**src/rtl/cpu_run_pkg.sv**
```systemverilog
// Shared types and defaults for the CPU run-control monitor.
package cpu_run_pkg;

    typedef enum logic [1:0] {
        IDLE = 2'd0,
        RUN  = 2'd1,
        DONE = 2'd2
    } run_state_e;

    localparam logic [1:0] CAUSE_NONE    = 2'd0;
    localparam logic [1:0] CAUSE_SYSCALL = 2'd1;
    localparam logic [1:0] CAUSE_HALT    = 2'd2;
    localparam logic [1:0] CAUSE_TIMEOUT = 2'd3;

    localparam logic [31:0] SYSCALL_OPC_DEFAULT = 32'h0000000C;
    localparam logic [31:0] EXIT_CODE_DEFAULT   = 32'd10;

endpackage

```
**src/rtl/cpu_run_monitor_trace_ring.sv**
```systemverilog
// Circular trace of retired (pc, insn) pairs with a saturating fill count
// and a registered read indexed backwards from the newest entry.
module trace_ring #(
    parameter int DEPTH  = 8,
    parameter int ADDR_W = 32,
    parameter int INSN_W = 32
) (
    input  logic                     clk,
    input  logic                     rst_n,
    input  logic                     clear,
    input  logic                     wr_en,
    input  logic [ADDR_W-1:0]        wr_pc,
    input  logic [INSN_W-1:0]        wr_insn,
    input  logic [$clog2(DEPTH)-1:0] rd_idx,
    output logic [$clog2(DEPTH):0]   count,
    output logic [ADDR_W-1:0]        rd_pc,
    output logic [INSN_W-1:0]        rd_insn
);

    localparam int PTR_W = $clog2(DEPTH);
    localparam int CNT_W = PTR_W + 1;

    logic [ADDR_W-1:0] pc_mem_q   [DEPTH];
    logic [ADDR_W-1:0] pc_mem_d   [DEPTH];
    logic [INSN_W-1:0] insn_mem_q [DEPTH];
    logic [INSN_W-1:0] insn_mem_d [DEPTH];
    logic [PTR_W-1:0]  wr_ptr_q, wr_ptr_d;
    logic [PTR_W-1:0]  rd_ptr;
    logic [CNT_W-1:0]  count_q, count_d;
    logic [ADDR_W-1:0] rd_pc_q, rd_pc_d;
    logic [INSN_W-1:0] rd_insn_q, rd_insn_d;

    always_comb begin
        pc_mem_d   = pc_mem_q;
        insn_mem_d = insn_mem_q;
        wr_ptr_d   = wr_ptr_q;
        count_d    = count_q;
        if (clear) begin
            wr_ptr_d = '0;
            count_d  = '0;
        end else if (wr_en) begin
            pc_mem_d[wr_ptr_q]   = wr_pc;
            insn_mem_d[wr_ptr_q] = wr_insn;
            wr_ptr_d             = wr_ptr_q + PTR_W'(1);
            if (count_q != CNT_W'(DEPTH)) begin
                count_d = count_q + CNT_W'(1);
            end
        end
    end

    // Reads see the pre-write state, so a same-cycle write is not forwarded.
    always_comb begin
        rd_ptr    = wr_ptr_q - PTR_W'(1) - rd_idx;
        rd_pc_d   = '0;
        rd_insn_d = '0;
        if ({1'b0, rd_idx} < count_q) begin
            rd_pc_d   = pc_mem_q[rd_ptr];
            rd_insn_d = insn_mem_q[rd_ptr];
        end
    end

    always_ff @(posedge clk or negedge rst_n) begin
        if (!rst_n) begin
            for (int i = 0; i < DEPTH; i++) begin
                pc_mem_q[i]   <= '0;
                insn_mem_q[i] <= '0;
            end
            wr_ptr_q  <= '0;
            count_q   <= '0;
            rd_pc_q   <= '0;
            rd_insn_q <= '0;
        end else begin
            pc_mem_q   <= pc_mem_d;
            insn_mem_q <= insn_mem_d;
            wr_ptr_q   <= wr_ptr_d;
            count_q    <= count_d;
            rd_pc_q    <= rd_pc_d;
            rd_insn_q  <= rd_insn_d;
        end
    end

    assign count   = count_q;
    assign rd_pc   = rd_pc_q;
    assign rd_insn = rd_insn_q;

endmodule

```
**src/rtl/cpu_run_monitor.sv**
```systemverilog
// Run-control monitor: detects program termination (exit syscall, PC self-loop
// halt, cycle timeout), counts cycles/retirements and keeps a retirement trace.
module cpu_run_monitor
    import cpu_run_pkg::*;
#(
    parameter int                ADDR_W         = 32,
    parameter int                INSN_W         = 32,
    parameter int                TRACE_DEPTH    = 8,
    parameter int                HALT_CYCLES    = 4,
    parameter int                TIMEOUT_CYCLES = 4096,
    parameter logic [INSN_W-1:0] SYSCALL_OPC    = INSN_W'(SYSCALL_OPC_DEFAULT),
    parameter logic [31:0]       EXIT_CODE      = EXIT_CODE_DEFAULT,
    parameter int                CNT_W          = 32
) (
    input  logic                           clk,
    input  logic                           reset,
    input  logic                           start,
    input  logic [ADDR_W-1:0]              pc,
    input  logic [INSN_W-1:0]              insn,
    input  logic                           insn_valid,
    input  logic [31:0]                    v0,
    output logic                           running,
    output logic                           done,
    output logic [1:0]                     exit_cause,
    output logic [CNT_W-1:0]               cycle_count,
    output logic [CNT_W-1:0]               retired_count,
    output logic [$clog2(TRACE_DEPTH):0]   trace_count,
    input  logic [$clog2(TRACE_DEPTH)-1:0] trace_rd_idx,
    output logic [ADDR_W-1:0]              trace_pc,
    output logic [INSN_W-1:0]              trace_insn
);

    localparam int                HALT_W       = $clog2(HALT_CYCLES + 1);
    localparam logic [HALT_W-1:0] HALT_LIMIT   = HALT_W'(HALT_CYCLES);
    localparam logic [CNT_W-1:0]  TIMEOUT_LAST = CNT_W'(TIMEOUT_CYCLES - 1);

    run_state_e        state_q, state_d;
    logic [1:0]        cause_q, cause_d;
    logic [CNT_W-1:0]  cycle_q, cycle_d;
    logic [CNT_W-1:0]  retired_q, retired_d;
    logic [HALT_W-1:0] halt_len_q, halt_len_d;
    logic [ADDR_W-1:0] last_pc_q, last_pc_d;
    logic              run_start;
    logic              retire;
    logic              syscall_hit;
    logic              halt_hit;
    logic              timeout_hit;

    always_comb begin
        state_d     = state_q;
        cause_d     = cause_q;
        cycle_d     = cycle_q;
        retired_d   = retired_q;
        halt_len_d  = halt_len_q;
        last_pc_d   = last_pc_q;
        run_start   = 1'b0;
        retire      = 1'b0;
        syscall_hit = 1'b0;
        halt_hit    = 1'b0;
        timeout_hit = 1'b0;
        case (state_q)
            IDLE, DONE: begin
                if (start) begin
                    state_d    = RUN;
                    cause_d    = CAUSE_NONE;
                    cycle_d    = '0;
                    retired_d  = '0;
                    halt_len_d = '0;
                    last_pc_d  = '0;
                    run_start  = 1'b1;
                end
            end
            RUN: begin
                retire      = insn_valid;
                timeout_hit = (cycle_q == TIMEOUT_LAST);
                if (!(&cycle_q)) begin
                    cycle_d = cycle_q + CNT_W'(1);
                end
                if (insn_valid) begin
                    if (!(&retired_q)) begin
                        retired_d = retired_q + CNT_W'(1);
                    end
                    // A cleared last_pc with halt_len 0 still yields 1 on the first retirement.
                    if (pc == last_pc_q) begin
                        if (halt_len_q != HALT_LIMIT) begin
                            halt_len_d = halt_len_q + HALT_W'(1);
                        end
                    end else begin
                        halt_len_d = HALT_W'(1);
                    end
                    last_pc_d   = pc;
                    syscall_hit = (insn == SYSCALL_OPC) && (v0 == EXIT_CODE);
                    halt_hit    = (halt_len_d == HALT_LIMIT);
                end
                if (syscall_hit) begin
                    state_d = DONE;
                    cause_d = CAUSE_SYSCALL;
                end else if (halt_hit) begin
                    state_d = DONE;
                    cause_d = CAUSE_HALT;
                end else if (timeout_hit) begin
                    state_d = DONE;
                    cause_d = CAUSE_TIMEOUT;
                end
            end
            default: state_d = IDLE;
        endcase
    end

    always_ff @(posedge clk or negedge reset) begin
        if (!reset) begin
            state_q    <= IDLE;
            cause_q    <= CAUSE_NONE;
            cycle_q    <= '0;
            retired_q  <= '0;
            halt_len_q <= '0;
            last_pc_q  <= '0;
        end else begin
            state_q    <= state_d;
            cause_q    <= cause_d;
            cycle_q    <= cycle_d;
            retired_q  <= retired_d;
            halt_len_q <= halt_len_d;
            last_pc_q  <= last_pc_d;
        end
    end

    trace_ring #(
        .DEPTH  (TRACE_DEPTH),
        .ADDR_W (ADDR_W),
        .INSN_W (INSN_W)
    ) u_trace (
        .clk     (clk),
        .rst_n   (reset),
        .clear   (run_start),
        .wr_en   (retire),
        .wr_pc   (pc),
        .wr_insn (insn),
        .rd_idx  (trace_rd_idx),
        .count   (trace_count),
        .rd_pc   (trace_pc),
        .rd_insn (trace_insn)
    );

    assign running       = (state_q == RUN);
    assign done          = (state_q == DONE);
    assign exit_cause    = cause_q;
    assign cycle_count   = cycle_q;
    assign retired_count = retired_q;

endmodule

```
**config.mk**
```make
export PLATFORM = sky130hd
export DESIGN_NAME = cpu_run_monitor
export DESIGN_NICKNAME = d
export VERILOG_FILES = /design/src/rtl/cpu_run_pkg.sv /design/src/rtl/cpu_run_monitor_trace_ring.sv /design/src/rtl/cpu_run_monitor.sv
export SDC_FILE = /design/constraint.sdc
export NUM_CORES = 1
export LEC_CHECK = 0
export BUFFER_PORTS_ARGS = -buffer_cell sky130_fd_sc_hd__buf_2
export CAP_MARGIN = 30
export CORE_MARGIN = 5
export CORE_UTILIZATION = 35
export DETAILED_ROUTE_END_ITERATION = 7
export HOLD_SLACK_MARGIN = 0.06
export PLACE_DENSITY = 0.49
export SYNTH_ARGS = -nofsm -noshare
export SYNTH_HDL_FRONTEND = slang
export SYNTH_HIERARCHICAL = 1
export SYNTH_SLANG_ARGS = --single-unit
```
**constraint.sdc**
```tcl
create_clock -name clk -period 4.19 [get_ports clk]
set_clock_uncertainty 0.2 [all_clocks]
set_input_delay 0 -clock clk [delete_from_list [all_inputs] [get_ports clk]]
set_output_delay 0 -clock clk [all_outputs]
set_load 0.05 [all_outputs]
```
* Yosys cells after proc, flatten, opt, wreduce, memory -nomap -nowiden
Index checks and enable logic that the tools add are counted.
Storage, ports and cells: output and inout port bits 136, register bits 686, word-level logic and storage cells 119, bits of input ports 103
Operators by class: equality and inequality tests 14, $add $sub $neg 7, bitwise gates (word level) 3, reduce and logical (&&, ||, !) cells 16, mux-type cells 49, magnitude comparators 4
Operators by type and width (number):
- 256-bit bitwise mux | 2
- 32-bit two-way mux | 12
- 32-bit binary-select mux with 3-bit select | 2
- 32-bit one-hot mux with 2 select lines | 3
- 32-bit demux with 3-bit select | 1
- 32-bit by 1-bit adder with 32-bit output (second input constant) | 2
- 32-bit by 4-bit equality test with 1-bit output (second input constant) | 2
- 32-bit AND reduction | 2
- 32-bit by 12-bit equality test with 1-bit output (second input constant) | 1
- 32-bit equality test | 1
- 3-bit two-way mux | 8
- 2-bit two-way mux | 8
- 4-bit two-way mux | 3
- 3-bit AND reduction | 3
- 4-bit greater-or-equal comparator (second input constant) | 2
- 2-bit != test (second input constant) | 4
- 3-bit inverter with 4-bit output | 2
- 2-bit one-hot mux with 2 select lines | 2
- 1-bit two-way mux | 7
- 3-bit by 1-bit adder with 3-bit output (second input constant) | 2
- 3-bit one-hot mux with 2 select lines | 1
- 2-bit AND reduction | 3
- 2-bit nonzero test | 3
- 4-bit by 1-bit adder with 4-bit output (second input constant) | 1
- other kinds (15) | 16

* Depth between registers and ports, before layout
word-level depth 11, depth in mapped cells 10, gate-level depth less buffers 8

* Cells and area by module
Netlist, hierarchy kept.
Modules (own cells, without submodules):
- trace_ring | area an instance 25403.1 um^2, sequential area each 14589.0 um^2, cells each 1507, times used 1
- cpu_run_monitor | area an instance 5604.1 um^2, sequential area each 2577.5 um^2, cells each 627, times used 1

* Worst setup path before layout
Ideal clock, no wire load.
path kind register -> register, from reg cycle_q[0], in the netlist cycle_count[0], to reg cycle_q[14], in the netlist cycle_count[14], library setup time 133 ps, data required time 3857 ps, buffers on the path 1, cell stages (with the launch flop) 9, setup slack 1413 ps, clock period less this slack 2777 ps, arrival time 2443 ps, path through dfrtp_1 -> ha_1 -> nand3_1 -> or2_2 -> nor4_2 -> clkbuf_1 -> nor4_1 -> xnor2_1 -> nor2_1
On the way: word-level cells in the longest chain between the ends 3, elaborated cells between the ends (all ways) 6, classes of those cells add/sub (1); eq/ne (1); mux (2); reduce/logical (2)
RTL lines:
- start, declared | RTL line cpu_run_monitor.sv:39 | logic [CNT_W-1:0] cycle_q, cycle_d;
- start signal, assigned | RTL line cpu_run_monitor.sv:121 | cycle_q <= cycle_d;
- 32-bit by 1-bit adder with 32-bit output / 32-bit AND reduction (equally long branches) | RTL line cpu_run_monitor.sv:77, cpu_run_monitor.sv:76
- 32-bit two-way mux / 2-bit != test (equally long branches)
- 32-bit one-hot mux with 2 select lines / 3-bit AND reduction (equally long branches)
Parallel ways exist; a longest one is shown, timed or not. The select of a mux whose other input is x is not followed. A chain may end at the register's enable or synchronous reset.

* Worst setup path in the final report
from in insn[28], to reg cause_q[0], in the netlist exit_cause[0]
On the way: word-level cells in the longest chain between the ends 6, elaborated cells between the ends (all ways) 8, classes of those cells eq/ne (2); mux (4); reduce/logical (2)
RTL lines:
- start, declared | RTL line cpu_run_monitor.sv:19 | input logic [INSN_W-1:0] insn,
- 32-bit by 4-bit equality test with 1-bit output (*) | RTL line cpu_run_monitor.sv:92 | syscall_hit = (insn == SYSCALL_OPC) && (v0 == EXIT_CODE);
- 1-bit logical AND (*) | RTL line cpu_run_monitor.sv:92
- 1-bit two-way mux (*) | RTL line cpu_run_monitor.sv:79 | if (insn_valid) begin
- 1-bit two-way mux (*) | RTL line cpu_run_monitor.sv:61 | case (state_q)
- 4-bit by 1-bit != test with 1-bit output (no source line) / 2-bit two-way mux (equally long branches)
- 3-bit AND reduction (no source line) / 2-bit one-hot mux with 2 select lines (equally long branches)
- end signal, assigned | RTL line cpu_run_monitor.sv:120 | cause_q <= cause_d;
- end, declared | RTL line cpu_run_monitor.sv:38 | logic [1:0] cause_q, cause_d;
Mark *: on every way between the ends. The rest lies on a longest branch, timed or not. The select of a mux whose other input is x is not followed.

==> out/qor.log <==
qor: run_status.status finished, final reports clean
qor: clocking.cts_resized 0
qor: global_routing.grt_pass1_vias 20,600
qor: clocking.cts.sink_count 686
qor: place.dpl_worst_slack 0.978 ns
qor: place.port_buffers 238
qor: timing.hold_viol 0
qor: critical_path.worst-path-max-fanout 9
qor: floorplan.die_area 94,600 um2
qor: timing.number_of_endpoints_failing_setup_at_the_final_stage 0
qor: clocking.cts.hold.buffers_added 87
qor: clocking.clock_path_buffers 3
qor: synthesis.synth_enable_flop_cells 0
qor: synthesis.synth_area_leader_cell sky130_fd_sc_hd__dfrtp_1
qor: synthesis.ys_seq_elements 686
qor: timing.totalNegativeSetupSlack 0 ns
qor: synthesis.area_fraction_of_the_dominant_cell_type_after_synthesis 55.4%
qor: floorplan.pin_count 239
qor: finish.drive_above_1_share 42.8%
qor: synthesis.seq_area_frac_synth 55.4%
qor: finish.layout.cells.non_filler 3,700
qor: timing.fin_ws 0.896 ns
qor: place.place.detailed.hpwl 50,400 um
qor: critical_path.worst_endpoint_data_arrival_time 3.65 ns
qor: floorplan.initial_core_util 35.2%
qor: synthesis.yosysWarningCount 6
qor: synthesis.synthesis.area_per_instance 14.5 um2
qor: synthesis.post_synth_main_area_contributors sky130_fd_sc_hd__dfrtp_1 55%, sky130_fd_sc_hd__mux2_2 16%, sky130_fd_sc_hd__mux4_2 9.3%, sky130_fd_sc_hd__mux2_4 2.9%, sky130_fd_sc_hd__mux2i_1 2.2%
qor: global_routing.grt_antenna_before_repair 10
qor: synthesis.proportion_of_synthesized_flip_flops_having_asynchronous_set_or_reset 100%
qor: critical_path.startpoint_type input port
qor: floorplan.floorplan.die.height 308 um
qor: timing.grt_setup_unrepaired false
qor: clocking.cts_tree built
qor: clocking.cts_htree_levels 3
qor: drt.drt-pass1-iter-count 5
qor: min_path.worst_hold_path_type input port to flip-flop
qor: finish.finalNetCount 2,577
qor: drt.drt_iter0_drc 1,031
qor: finish.multi_input_area 13,200 um2
qor: timing.final_min_period_over_clock_period 78.6%
qor: finish.seqCellArea 17,200 um2
qor: drt.viasPerCell 5.17
qor: synthesis.synth_cell_type_count 60
qor: floorplan.rows 109
qor: power_and_ir_drop.power-per-cell-area 791 nW/um2
qor: drt.totalWireLength 84,000 um
qor: clocking.cts_setup_buffers 0
qor: global_routing.grt_pass1_wl 130,000 um
qor: synthesis.syn_nets 2,248
qor: place.dpl.cell_count 3,458
qor: finish.area_of_all_placed_cells_without_fillers 37,300 um2
qor: synthesis.synth_area 31,000 um2
qor: drt.postRouteAntennaNets 0
qor: finish.area_growth_syn_to_layout 20.3%
qor: global_routing.grt_overflow_total 0
qor: critical_path.crit_path_end_kind flip-flop
qor: place.dpl_cell_area 33,700 um2
qor: clocking.clk_pin_slew 0.06 ns
qor: synthesis.ys_dominant_reg_cell sky130_fd_sc_hd__dfrtp_1
qor: power_and_ir_drop.ir_drop 0.000493 V
qor: floorplan.design.core.area 88,100 um2
qor: timing.slew_headroom 34.0%
qor: clocking.cts-root-buf sky130_fd_sc_hd__clkbuf_16
qor: clocking.total_clock_buffers_created_by_cts 81
qor: timing.post-route-min-period 3.29 ns
qor: timing.achievable-frequency 0.304 GHz
qor: floorplan.floorplan.die.width 308 um
qor: timing.tightestPinTransition 0.991 ns
qor: critical_path.timing.critical_path.required 4.55 ns
qor: drt.route.vias.total 19,100
qor: critical_path.critical_path_class input port to flip-flop
qor: power_and_ir_drop.power.total 29,500 uW
qor: drt.post_drt_wl_per_cell 22.7 um
qor: drt.drc 0
qor: synthesis.syn-instance-count 2,134
qor: global_routing.grt_max_degree 91
qor: timing.drv_slew 0
qor: place.placer_congestion_estimate 0.786
qor: finish.num-fill-cells 8,119
qor: power_and_ir_drop.total_leakage_power 0.0167 uW
qor: global_routing.track_usage 17.6%
qor: job.cap_viol_max_count 0
qor: clocking.worstSkewPairLatency 0.62 ns
==> flip-flops by register name, indices dropped and copies added (netlist names), 4 cells and up <==
| name | flops |
|---|---|
| u_trace/insn_mem_q | 256 |
| u_trace/rd_insn | 32 |
| u_trace/pc_mem_q | 256 |
| retired_count | 32 |
| last_pc_q | 32 |
| u_trace/count | 4 |
| cycle_count | 32 |
| u_trace/rd_pc | 32 |
==> worst max-delay path, stage by stage <==
cell	delay (ns)
sky130_fd_sc_hd__dlygate4sd3_1	0.54
sky130_fd_sc_hd__buf_2	0.20
sky130_fd_sc_hd__nor4_1	0.35
sky130_fd_sc_hd__nand4_1	0.48
sky130_fd_sc_hd__nor2_1	0.43
sky130_fd_sc_hd__dlygate4sd3_1	0.64
sky130_fd_sc_hd__nand3_1	0.11
sky130_fd_sc_hd__a21oi_1	0.18
sky130_fd_sc_hd__o221a_2	0.19
sky130_fd_sc_hd__dlygate4sd3_1	0.53
==> layer usage <==
metal  global-route usage [%]  up-vias  wire (um)
met5                        0        -         28
met4                     4.56        6       1780
met3                     3.75      108       4220
met2                     28.6      357      40000
met1                     24.2    10200      38100
li1                         -     8512          -
==> cell type report <==
type	count	area share [%]
antenna	6	0.0403
clock buffer	122	6.31
clock inverter	27	0.809
inverter	13	0.131
multi-input combinational	1303	35.3
sequential	686	46.0
tap	1165	3.91
timing repair buffer	378	7.48
==> power by group <==
part	internal (uW)	leakage (uW)	switching (uW)
Sequential	9510	0.00851	1470
Combinational	6030	0.00684	5430
Clock	4250	0.00131	2790
Total	19800	0.0167	9690
==> worst paths after layout <==
kind,start,to,slack [ns],cells past startpoint
worst max-delay path,insn[28],exit_cause[0]$_DFFE_PN0P_,0.90,10
worst min-delay path,pc[22],last_pc_q[22]$_DFFE_PN0P_,0.10,4
worst max register to register,last_pc_q[20]$_DFFE_PN0P_,exit_cause[0]$_DFFE_PN0P_,0.95,7
worst min register to register,exit_cause[1]$_DFFE_PN0P_,exit_cause[1]$_DFFE_PN0P_,0.30,1
max in group asynchronous,reset,u_trace/insn_mem_q[112]$_DFFE_PN0P_,2.81,4
min in group asynchronous,reset,u_trace/insn_mem_q[128]$_DFFE_PN0P_,0.49,4
==> placed cells by master (no fill, tap or decap), types with 7 or more instances in the layout <==
cell type                       Yosys  layout
sky130_fd_sc_hd__nor2_1            65      64
sky130_fd_sc_hd__clkbuf_1          50      26
sky130_fd_sc_hd__clkbuf_8           0      13
sky130_fd_sc_hd__a21oi_1           76      76
sky130_fd_sc_hd__nand3_1           24      24
sky130_fd_sc_hd__ha_1              10       9
sky130_fd_sc_hd__nand2_1          113     112
sky130_fd_sc_hd__buf_2             52     237
sky130_fd_sc_hd__clkbuf_16          0      83
sky130_fd_sc_hd__buf_4             20      29
sky130_fd_sc_hd__dfrtp_1          686     686
sky130_fd_sc_hd__nor4_1            48      48
sky130_fd_sc_hd__xnor2_1           40      40
sky130_fd_sc_hd__xor2_1            44      44
sky130_fd_sc_hd__and3_1             9       8
sky130_fd_sc_hd__nand4_1           20      20
sky130_fd_sc_hd__nor3_1            18      18
sky130_fd_sc_hd__mux2_4            60      60
sky130_fd_sc_hd__mux2_2           453     453
sky130_fd_sc_hd__dlygate4sd3_1      0      86
sky130_fd_sc_hd__clkinv_2           0      16
sky130_fd_sc_hd__inv_1             13      10
sky130_fd_sc_hd__mux4_2           128     128
sky130_fd_sc_hd__o21ai_0           42      42
sky130_fd_sc_hd__buf_12             0      24
sky130_fd_sc_hd__o211ai_1          10      10
sky130_fd_sc_hd__mux2i_1           67      67
sky130_fd_sc_hd__or3_1              8       7
==> cells in the mapped netlist, types with 5 or more instances <==
| library cell | number |
|---|---|
| sky130_fd_sc_hd__nor4_1 | 48 |
| sky130_fd_sc_hd__ha_1 | 10 |
| sky130_fd_sc_hd__o211ai_1 | 10 |
| sky130_fd_sc_hd__mux4_2 | 128 |
| sky130_fd_sc_hd__nand3_1 | 24 |
| sky130_fd_sc_hd__nor2_1 | 65 |
| sky130_fd_sc_hd__and3_1 | 9 |
| sky130_fd_sc_hd__nand2_1 | 113 |
| sky130_fd_sc_hd__or3_1 | 8 |
| sky130_fd_sc_hd__nand4_1 | 20 |
| sky130_fd_sc_hd__dfrtp_1 | 686 |
| sky130_fd_sc_hd__buf_2 | 52 |
| sky130_fd_sc_hd__xor2_1 | 44 |
| sky130_fd_sc_hd__inv_1 | 13 |
| sky130_fd_sc_hd__nor3_1 | 18 |
| sky130_fd_sc_hd__mux2_2 | 453 |
| sky130_fd_sc_hd__and4_1 | 5 |
| sky130_fd_sc_hd__clkbuf_1 | 50 |
| sky130_fd_sc_hd__nor3b_1 | 5 |
| sky130_fd_sc_hd__buf_6 | 8 |
| sky130_fd_sc_hd__o21ai_0 | 42 |
| sky130_fd_sc_hd__buf_4 | 20 |
| sky130_fd_sc_hd__a21oi_1 | 76 |
| sky130_fd_sc_hd__or4_1 | 6 |
| sky130_fd_sc_hd__mux2i_1 | 67 |
| sky130_fd_sc_hd__mux2_4 | 60 |
| sky130_fd_sc_hd__xnor2_1 | 40 |
==> cells by family (layout without fill, tap and decap cells) <==
| family | after synthesis | after routing | synth area share (%) |
|---|---|---|---|
| compound gates | 145 | 145 | 2.63 |
| xor+xnor | 85 | 85 | 2.46 |
| fa+ha+maj | 11 | 11 | 0.468 |
| buf+inv | 145 | 540 | 2.40 |
| flops | 686 | 686 | 55.4 |
| mux | 708 | 708 | 30.8 |
| other cells | 0 | 6 | 0 |
| simple gates | 354 | 354 | 5.86 |
==> per-stage QoR <==
step / hold WS, ns / utilization [%]
floorplan: -0.496 / -
detailed placement: -0.0531 / 38.3
finish: 0.104 / 42.3
global placement: -0.0616 / 38.3
global route: 0.102 / 42.3
CTS: 0.0609 / 42.3
(Power assumes the default switching activity.)
